[config.mk]
export PLATFORM = sky130hd
export DESIGN_NAME = step_controller
export DESIGN_NICKNAME = d
export VERILOG_FILES = /design/src/rtl/step_controller.sv
export SDC_FILE = /design/constraint.sdc
export NUM_CORES = 1
export LEC_CHECK = 0
export ABC_AREA = 1
export CELL_PAD_IN_SITES_DETAIL_PLACEMENT = 0
export CELL_PAD_IN_SITES_GLOBAL_PLACEMENT = 1
export CORE_MARGIN = 3
export CORE_UTILIZATION = 31
export DETAILED_ROUTE_END_ITERATION = 8
export GPL_TIMING_DRIVEN = 0
export PLACE_DENSITY = 0.78
export SLEW_MARGIN = 10
export SYNTH_ARGS = -nofsm -noshare
export SYNTH_HDL_FRONTEND = slang
export SYNTH_SLANG_ARGS = --single-unit
[constraint.sdc]
create_clock -name i_clk -period 1.5 [get_ports i_clk]
set_input_delay 0.15 -clock i_clk [delete_from_list [all_inputs] [get_ports i_clk]]
set_output_delay 0.15 -clock i_clk [all_outputs]
set_load 0.005 [all_outputs]
[src/rtl/step_controller.sv]
// Turns RUN/STEP/STOP debug commands into a registered per-cycle enable. On a HALT fetch it drains the pipeline, then freezes.
// All outputs are registered or decoded from registers, one cycle after the command. Commands are only refused while a STEP is executing.
module step_controller #(
  parameter int DRAIN_CYCLES = 4,
  parameter int DW           = 3
) (
  input  logic       i_clk,
  input  logic       i_rst_n,
  input  logic       i_cmd_valid,
  input  logic [1:0] i_cmd,
  output logic       o_cmd_ready,
  input  logic       i_halt_fetched,
  output logic       o_step,
  output logic       o_done,
  output logic       o_halted,
  output logic       o_drain_pending,
  output logic [1:0] o_state
);

  localparam logic [1:0] CMD_RUN  = 2'b01;
  localparam logic [1:0] CMD_STEP = 2'b10;
  localparam logic [1:0] CMD_STOP = 2'b11;

  typedef enum logic [1:0] {
    ST_IDLE   = 2'd0,
    ST_RUN    = 2'd1,
    ST_STEP   = 2'd2,
    ST_HALTED = 2'd3
  } state_t;

  state_t        state_q, state_d;
  logic [DW-1:0] cnt_q, cnt_d;
  logic          pending_q, pending_d;
  logic          step_q, step_d;
  logic          done_q, done_d;
  logic          halted_q, halted_d;

  logic cmd_acc;
  logic drain_load;
  logic drain_done;

  assign o_cmd_ready = (state_q != ST_STEP);
  assign cmd_acc     = i_cmd_valid && o_cmd_ready;

  // HALT is only trusted in enabled cycles and only the first one arms the drain.
  assign drain_load = step_q && i_halt_fetched && !pending_q;
  assign drain_done = (drain_load && (DRAIN_CYCLES == 0)) ||
                      (step_q && pending_q && (cnt_q == DW'(1)));

  always_comb begin
    state_d   = state_q;
    cnt_d     = cnt_q;
    pending_d = pending_q;

    if (drain_load) begin
      cnt_d     = DW'(DRAIN_CYCLES);
      pending_d = 1'b1;
    end else if (pending_q && step_q && (cnt_q != '0)) begin
      cnt_d = cnt_q - DW'(1);
    end

    unique case (state_q)
      ST_IDLE: begin
        if (cmd_acc && (i_cmd == CMD_RUN)) begin
          state_d = ST_RUN;
        end else if (cmd_acc && (i_cmd == CMD_STEP)) begin
          state_d = ST_STEP;
        end
      end
      ST_RUN: begin
        if (cmd_acc && (i_cmd == CMD_STOP)) begin
          state_d = ST_IDLE;
        end
      end
      ST_STEP:   state_d = ST_IDLE;
      ST_HALTED: state_d = ST_HALTED;
      default:   state_d = ST_IDLE;
    endcase

    // Drain completion wins over STOP and over the STEP return to IDLE.
    if (drain_done) begin
      state_d   = ST_HALTED;
      pending_d = 1'b0;
    end
  end

  assign step_d   = (state_d == ST_RUN) || (state_d == ST_STEP);
  assign done_d   = drain_done || (state_q == ST_STEP);
  assign halted_d = (state_d == ST_HALTED);

  always_ff @(posedge i_clk or negedge i_rst_n) begin
    if (!i_rst_n) begin
      state_q   <= ST_IDLE;
      cnt_q     <= '0;
      pending_q <= 1'b0;
      step_q    <= 1'b0;
      done_q    <= 1'b0;
      halted_q  <= 1'b0;
    end else begin
      state_q   <= state_d;
      cnt_q     <= cnt_d;
      pending_q <= pending_d;
      step_q    <= step_d;
      done_q    <= done_d;
      halted_q  <= halted_d;
    end
  end

  assign o_step          = step_q;
  assign o_done          = done_q;
  assign o_halted        = halted_q;
  assign o_drain_pending = pending_q;
  assign o_state         = state_q;

endmodule
After elaboration in Yosys (flattened, before gate mapping)
Cells that the tools add are included.
- reduce and logical (&&, ||, !) cells: 16
- add/sub/neg operators: 1
- multiplexer cells: 9
- equality and inequality tests: 11
- operators with widths (kind ; number):
    $eq A2 B2 Y1 const B ; 6
    $logic_and A1 B1 Y1 ; 9
    $mux W2 ; 4
    $pmux W2 S4 ; 1
    $eq A2 B1 Y1 const B ; 3
    $mux W3 ; 2
    $reduce_bool A2 Y1 ; 2
    $eq A3 B1 Y1 const B ; 1
    $reduce_bool A3 Y1 ; 1
    $sub A3 B1 Y3 const B ; 1
    $logic_not A2 Y1 ; 1
    $logic_or A1 B1 Y1 ; 2
    $mux W1 ; 2
    $ne A2 B2 Y1 const B ; 1
    $logic_not A1 Y1 ; 1
- word-level logic and storage cells: 43
- register bits after elaboration: 9
- input bits: 6
- output and inout bits: 7

Logic depth before layout (Yosys ltp)
Gate-level depths: netlist of run 1.
- word-level depth: 9
- gate-level depth with buffers: 7
- gate-level depth less buffers: 7

Worst setup path after synthesis of run 1
No wires, ideal clock.
- kind: flip-flop to flip-flop
- start point: register cnt_q[0]
- end point: register step_q, in the netlist o_step
- arrival time: 1.096 ns
- library setup time: 0.126 ns
- clock period less this slack: 1.222 ns
- path slack: 0.278 ns
- buffers on the path: 0
- cell stages (with the launch flop): 7
- required time: 1.374 ns
- cells stage by stage: dfrtp_1 > ha_1 > nand2_1 > nor2_1 > inv_1 > nand3_1 > ha_1
- longest elaborated chain between the ends: 5
- elaborated cells on any way between the ends: 6
- those cells by class: 3 x eq/ne; 1 x mux; 2 x reduce/logical
- RTL lines (item ; RTL line ; source):
    from (decl) ; 32 ; logic [DW-1:0] cnt_q, cnt_d;
    from (signal assigned) ; 101 ; cnt_q <= cnt_d;
    $eq A3 B1 Y1 (*) ; 48 ; (step_q && pending_q && (cnt_q == DW'(1)));
    $logic_and A1 B1 Y1 (*) ; 48 ;
    $mux W2 (*) ; 81 ; if (drain_done) begin
    named net state_d[0] ; 31 ; state_t state_q, state_d;
    $eq A2 B1 Y1 / $eq A2 B2 Y1 (equally long branches) ; 87 ; assign step_d = (state_d == ST_RUN) || (state_d == ST_STEP);
    $logic_or A1 B1 Y1 (*) ; 87 ;
    named net step_d ; 34 ; logic step_q, step_d;
    to (signal assigned) ; 103 ; step_q <= step_d;
    to (decl) ; 34 ;
Mark *: on every way through the listed nets, which the timed path passes. The rest lies on a longest branch.
A chain may end at the register's enable or synchronous reset.

Final worst setup path of run 1
- start point: register state_q[1], in the netlist o_state[1]
- end point: output o_cmd_ready
- longest elaborated chain between the ends: 1
- RTL lines (item ; RTL line ; source):
    from (decl) ; 31 ;
    from (signal assigned) ; 100 ; state_q <= state_d;
    $ne A2 B2 Y1 ; 42 ; assign o_cmd_ready = (state_q != ST_STEP);
    to (decl) ; 11 ; output logic o_cmd_ready,
Every way passes these cells.

==> results of run 1 <==
[critical path, cell delays in order, from the launching register on]
cell	delay, ps
sky130_fd_sc_hd__dfrtp_1	400
sky130_fd_sc_hd__nand2_1	100
sky130_fd_sc_hd__clkdlybuf4s50_1	500
[kinds of logic after synthesis]
logic type | count (synthesis) | synth area share
buf+inv | 11 | 0.0943
flops | 9 | 0.514
simple gates | 28 | 0.266
fa+ha+maj | 4 | 0.114
compound gates | 1 | 0.0114
[how the worst max path moves through the flow]
stage	to	depth (start not counted)
floorplan	o_step	6
global placement	o_step	7
detailed placement	o_step	7
CTS	o_cmd_ready	3
global route	o_cmd_ready	2
finish	o_cmd_ready	2
[layout make-up]
cell class                      instances  area [um2]
Multi-Input combinational cell         33         171
Clock buffer                            4        26.3
Sequential cell                         9         225
Tap cell                               14        17.5
Fill cell                             120         592
Timing Repair Buffer                   15         143
Inverter                               11        41.3
[synth_stat cells]
cell | count | share of area
sky130_fd_sc_hd__nand3_1 | 9 | 0.10
sky130_fd_sc_hd__nor2_1 | 5 | 0.043
sky130_fd_sc_hd__inv_1 | 11 | 0.094
sky130_fd_sc_hd__o21ai_0 | 1 | 0.011
sky130_fd_sc_hd__nand2_1 | 14 | 0.12
sky130_fd_sc_hd__ha_1 | 4 | 0.11
sky130_fd_sc_hd__dfrtp_1 | 9 | 0.51
[layer usage]
layer | vias up | global-route usage | part of all wire
met2 | 9 | 0.140 | 0.46
li1 | 203 | - | -
met4 | 0 | 0.0904 | 0.027
met3 | 5 | 0.0788 | 0.066
met1 | 182 | 0.129 | 0.44
met5 | - | 0 | 0
[sequential cells by signal (all words and copies together), names as in the netlist]
register and cells:
cnt_q 3, o_state 2, o_step 1, o_halted 1, o_drain_pending 1, o_done 1
[cells in the final DEF (no fill, tap or decap)]
| cell type | count |
|---|---|
| sky130_fd_sc_hd__nand2_1 | 14 |
| sky130_fd_sc_hd__clkdlybuf4s50_1 | 12 |
| sky130_fd_sc_hd__inv_1 | 11 |
| sky130_fd_sc_hd__nand3_1 | 9 |
| sky130_fd_sc_hd__dfrtp_1 | 9 |
| sky130_fd_sc_hd__nor2_1 | 5 |
| sky130_fd_sc_hd__ha_1 | 4 |
| sky130_fd_sc_hd__clkbuf_4 | 3 |
| sky130_fd_sc_hd__buf_4 | 3 |
| sky130_fd_sc_hd__o21ai_0 | 1 |
| sky130_fd_sc_hd__clkbuf_1 | 1 |
[power by group through the flow]
stage               clock network [mW]  logic [mW]  registers (mW)
CTS                              0.195      0.0217           0.243
global route                     0.211      0.0238           0.243
detailed placement                   0      0.0217           0.247
floorplan                            0     0.00301           0.247
global placement                     0      0.0212           0.247
finish                           0.184      0.0215           0.243
==> metrics.json, run 1 <==
{
  "run_status": {
    "outcome": "finished clean"
  },
  "clocking": {
    "cts_tree": "yes",
    "post-cts-setup-buffer-count": 0,
    "numClockSinks": 9,
    "worst_setup_hold_path_clk_slew_ps": 60,
    "root_buffer": "sky130_fd_sc_hd__clkbuf_4",
    "cts_resized": 0,
    "numCtsBuffers": 3,
    "htree_levels": 1,
    "clk_latency_ps": 260,
    "ctsHoldBuffers": 0,
    "cts.path.max_buffers": 2
  },
  "global_route": {
    "grt_max_degree": 10,
    "via_count_of_the_first_global_routing_pass": 327,
    "gr-total-overflow": 0,
    "track_usage": 0.113,
    "grt_pass1_wl_um": 1440,
    "grt_antenna_before_repair": 0
  },
  "worst_setup_path": {
    "crit_path_start_kind": "flip-flop",
    "crit_required_ps": 1350,
    "critical_path.max_fanout": 4,
    "worstReg2RegStart": "o_state[0]",
    "crit_arrival_ps": 1260,
    "ff2ff_path_depth": 6,
    "crit_path_start": "o_state[1]",
    "worst_r2r_setup_slack_ps": 150,
    "nature_of_the_critical_path_endpoint": "output pin",
    "crit-reg2reg-capture": "o_step",
    "setup.worst_path.class": "flip-flop to output pin"
  },
  "cells_and_area": {
    "nets": 83,
    "n_antenna_cell": 0,
    "stdcell_area_um2": 624,
    "final_core_util": 0.513,
    "final_cell_count_no_fill": 86,
    "area_growth_pct": 42.6,
    "share_of_layout_cells_above_drive_strength_1": 0.0833
  },
  "sta": {
    "finalWorstPathRequiredPeriod_ps": 1410,
    "report.final.slew_viol_count": 0,
    "maxSlewHeadroom": 0.736,
    "timing.final.setup_violations": 0,
    "post_route_worst_hold_slack_ps": 178,
    "max_freq_ghz": 0.710,
    "post-route-worst-setup-slack_ps": 91.6,
    "grt_setup_unrepaired": "no",
    "setup_tns_ps": 0,
    "max_slew.worst_pin.slew_ps": 395,
    "hold_viol_final": 0,
    "fin_worst_skew_ps": 2.74,
    "final.period_utilization": 0.939
  },
  "placed_design": {
    "buffer_ports.inserted": 12,
    "place_ws_ps": 114,
    "hpwlAfterDp_um": 641,
    "placedCellCount": 79,
    "gp_congestion": 0.741,
    "dpl-instance-area_um2": 576
  },
  "floorplan": {
    "start_util": 0.360,
    "pin_count": 13,
    "num_rows": 12,
    "fp.coreArea_um2": 1220,
    "design.die.area_um2": 1900,
    "die-width_um": 43.6,
    "die_h_um": 43.6
  },
  "power": {
    "power.clock.fraction": 0.410,
    "p_leak_nw": 0.328,
    "p_seq_frac": 0.542,
    "netSwitchingPower_mw": 0.0906,
    "design_power_total_mw": 0.448,
    "sw_frac_of_total": 0.202,
    "power_density_nw_per_um2": 718,
    "p_int_mw": 0.358,
    "combinationalPowerShare": 0.048,
    "vdd_ir_drop_max_uv": 371
  },
  "drt": {
    "initialDrtViolationCount": 3,
    "route.detailed.drc": 0,
    "viasPerCell": 4.64,
    "wirelength_um": 911,
    "drt-pass1-iter-count": 3,
    "route.vias.total": 399,
    "routedWlPerCell_um": 10.6,
    "drtAntennaViolNets": 0
  },
  "yosys": {
    "yosysWarningCount": 0,
    "syn_avg_cell_area_um2": 8.26,
    "synth_fp_nets": 63,
    "synth-seq-cells": 9,
    "synth.lib_cells_used.distinct": 7,
    "synth-seq-area-share": 0.514,
    "syn-cell-area_um2": 438,
    "syn_inst": 53
  },
  "hold_path": {
    "hold_path_class": "input port to asynchronous set/reset pin"
  },
  "job": {
    "drv.max_cap_violation_count": 0
  }
}
No activity file was read; power rests on OpenSTA's default activity.
==> inputs of run 2 (changes only) <==
- SETUP_SLACK_MARGIN: unset -> 0.5
- clock period: 1.5 -> 1.4 ns (I/O delays scaled with it)
==> run 2 against run 1 <==
Clock skew increased by 1.1 ps. Sequential power increased by 7%. Register-to-register slack about the same. Hold slack got worse by 11 ps. Sequential share of layout area decreased by 7.7 points. Non-clock buffer count increased by 10. First-iteration DRC count increased to 3.0 times the previous value. Power increased by 7.9%. Core utilization increased by 14 points. Flip-flop and latch count unchanged. Count of clock-buffer cells in the layout decreased by 1.
==> metrics.json, run 2 (synthesized netlist as in run 1, its figures left out) <==
{
  "run_status": {
    "outcome": "finished clean"
  },
  "cells_and_area": {
    "share_of_layout_cells_above_drive_strength_1": {"value": 0.500, "change": "+0.417"},
    "largest_register_ffs": {"value": 3, "change": "unchanged"},
    "leading_cell_type_in_the_layout_fill_and_taps_excluded": "sky130_fd_sc_hd__nand2_1",
    "nets": {"value": 93, "change": "+12%"},
    "registers.top_by_ff_count": "cnt_q",
    "area_growth_pct": 81.4,
    "stdcell_area": {"value": 795, "unit": "um2", "change": "+27%"},
    "final_cell_count_no_fill": {"value": 96, "change": "+12%"},
    "layout_common_cells": "10 x sky130_fd_sc_hd__nand2_1, 9 x sky130_fd_sc_hd__dfrtp_1, 8 x sky130_fd_sc_hd__buf_4",
    "n_antenna_cell": {"value": 0, "change": "unchanged"}
  },
  "placed_design": {
    "placedCellCount": {"value": 79, "change": "unchanged"},
    "gp_congestion": {"value": 0.762, "change": "+2.9%"},
    "dpl-instance-area": {"value": 593, "unit": "um2", "change": "+3.0%"},
    "hpwlAfterDp": {"value": 694, "unit": "um", "change": "+8.2%"},
    "buffer_ports.inserted": {"value": 12, "change": "unchanged"}
  },
  "power": {
    "vdd_ir_drop_max": {"value": 602, "unit": "uV", "change": "+62%"},
    "design_power_total": {"value": 0.484, "unit": "mW", "change": "+7.9%"},
    "p_leak": {"value": 0.393, "unit": "nW", "change": "+20%"},
    "power_density": {"value": 609, "unit": "nW/um2", "change": "-15%"}
  },
  "global_route": {
    "global_route.usage.met3": {"value": 0.0664, "change": "-0.0124"},
    "grt.met1_usage": {"value": 0.154, "change": "+0.0249"},
    "grt-busiest-layer": "met2",
    "via_count_of_the_first_global_routing_pass": {"value": 395, "change": "+21%"},
    "grt_pass1_wl": {"value": 1700, "unit": "um", "change": "+19%"},
    "track_usage": {"value": 0.123, "change": "+0.0109"},
    "met2_usage": {"value": 0.174, "change": "+0.0349"},
    "grt_max_degree": {"value": 10, "change": "unchanged"},
    "gr-total-overflow": {"value": 0, "change": "unchanged"},
    "grt_antenna_before_repair": {"value": 0, "change": "unchanged"}
  },
  "drt": {
    "routedWlPerCell": {"value": 11.7, "unit": "um", "change": "+10%"},
    "route.vias.total": {"value": 435, "change": "+9.0%"},
    "drtAntennaViolNets": {"value": 0, "change": "unchanged"},
    "wirelength": {"value": 1120, "unit": "um", "change": "+23%"},
    "viasPerCell": {"value": 4.53, "change": "-2.3%"},
    "initialDrtViolationCount": {"value": 9, "change": "+6"},
    "drt-pass1-iter-count": {"value": 4, "change": "+1"},
    "route.detailed.drc": {"value": 0, "change": "unchanged"}
  },
  "sta": {
    "fin_worst_skew": {"value": 3.79, "unit": "ps", "change": "+1.05 ps"},
    "hold_viol_final": {"value": 0, "change": "unchanged"},
    "maxSlewHeadroom": {"value": 0.729, "change": "-0.00635"},
    "max_slew.worst_pin.slew": {"value": 405, "unit": "ps", "change": "+9.50 ps"},
    "grt_setup_unrepaired": "yes",
    "setup_tns": {"value": 0, "unit": "ps", "change": "unchanged"},
    "post_route_worst_hold_slack": {"value": 166, "unit": "ps", "change": "-11.2 ps"},
    "finalWorstPathRequiredPeriod_ps": 1240,
    "timing.final.setup_violations": {"value": 0, "change": "unchanged"},
    "report.final.slew_viol_count": {"value": 0, "change": "unchanged"},
    "max_freq_ghz": 0.806,
    "final.period_utilization": 0.886
  },
  "worst_setup_path": {
    "ff2ff_path_depth": {"value": 7, "change": "+1"},
    "crit_path_start": "cnt_q[1]",
    "setup.worst_path.class": "flip-flop to flip-flop",
    "nature_of_the_critical_path_endpoint": "flip-flop",
    "worstReg2RegStart": "cnt_q[1]",
    "critical_path.max_fanout": {"value": 3, "change": "-1"},
    "crit_path_start_kind": "flip-flop",
    "crit_arrival": {"value": 1400, "unit": "ps", "change": "+140 ps"},
    "crit_required": {"value": 1560, "unit": "ps", "change": "+210 ps"}
  },
  "clocking": {
    "numClockSinks": {"value": 9, "change": "unchanged"},
    "htree_levels": {"value": 1, "change": "unchanged"},
    "clk_latency": {"value": 270, "unit": "ps", "change": "about the same"},
    "numCtsBuffers": {"value": 3, "change": "unchanged"},
    "ctsHoldBuffers": {"value": 0, "change": "unchanged"},
    "cts_tree": "yes",
    "worst_setup_hold_path_clk_slew": {"value": 60, "unit": "ps", "change": "about the same"},
    "cts.path.max_buffers": {"value": 2, "change": "unchanged"},
    "root_buffer": "sky130_fd_sc_hd__clkbuf_4"
  },
  "floorplan": {
    "design.die.area": {"value": 1900, "unit": "um2", "change": "unchanged"},
    "num_rows": {"value": 12, "change": "unchanged"},
    "die-width": {"value": 43.6, "unit": "um", "change": "unchanged"},
    "start_util": {"value": 0.360, "change": "unchanged"},
    "fp.coreArea": {"value": 1220, "unit": "um2", "change": "unchanged"},
    "die_h": {"value": 43.6, "unit": "um", "change": "unchanged"},
    "pin_count": {"value": 13, "change": "unchanged"}
  },
  "hold_path": {
    "hold_path_class": "input port to asynchronous set/reset pin"
  },
  "job": {
    "drv.max_cap_violation_count": {"value": 0, "change": "unchanged"}
  }
}
run 2: cell count changes in the layout (fill, tap and decap cells not counted), sizes merged:
| cell | before | now |
|---|---|---|
| clkdlybuf4s50 | 12 | 5 |
| buf | 3 | 19 |
| clkinv | 0 | 1 |
run 2: per-layer routing:
| layer | vias up | part of all wire |
|---|---|---|
| li1 | 221 | - |
| met1 | 196 | 0.47 |
| met2 | 14 | 0.45 |
| met3 | 4 | 0.071 |
| met4 | 0 | 0.017 |
| met5 | - | 0 |
run 2: final timing paths:
check	endpoint	slack, ps
min reg2reg	cnt_q[2]	500
max in group asynchronous	o_drain_pending	950
min	o_state[1]	170
max	o_step	160
max reg2reg	o_step	160
min in group i_clk	cnt_q[2]	500
run 2: power by group:
group | leakage [nW] | internal [mW] | switching [mW]
Sequential | 0.0892 | 0.260 | 0
Combinational | 0.286 | 0.0133 | 0.00941
Clock | 0.0177 | 0.106 | 0.0956
Total | 0.393 | 0.379 | 0.105
run 2: what timing repair did:
action	CTS	global route
gates resized for setup	34	19
cloned	0	0
pin swaps	2	3
endpoints found under the setup margin	16	16
setup buffers	6	7
run 2: through the flow:
stage / setup WS [ps] / utilization
after CTS: 162 / 0.550
after global placement: 62.0 / 0.488
final: 160 / 0.653
after global routing: 90.6 / 0.653
after floorplan: 195 / -
after detailed placement: 62.5 / 0.488
run 2: final cells by class:
class,instances,area (um2)
fill,89,422
clock buffer,3,22.5
multi-input combinational,33,267
clock inverter,1,5.00
inverter,11,43.8
tap,14,17.5
timing repair buffer,25,214
sequential,9,225
run 2: worst max-delay path: stages (launching register included):
cell	delay (ps)
sky130_fd_sc_hd__dfrtp_1	390
sky130_fd_sc_hd__inv_2	90
sky130_fd_sc_hd__ha_4	140
sky130_fd_sc_hd__nand2_4	40
sky130_fd_sc_hd__nor2_4	140
sky130_fd_sc_hd__inv_4	60
sky130_fd_sc_hd__nand3_4	70
sky130_fd_sc_hd__ha_4	200
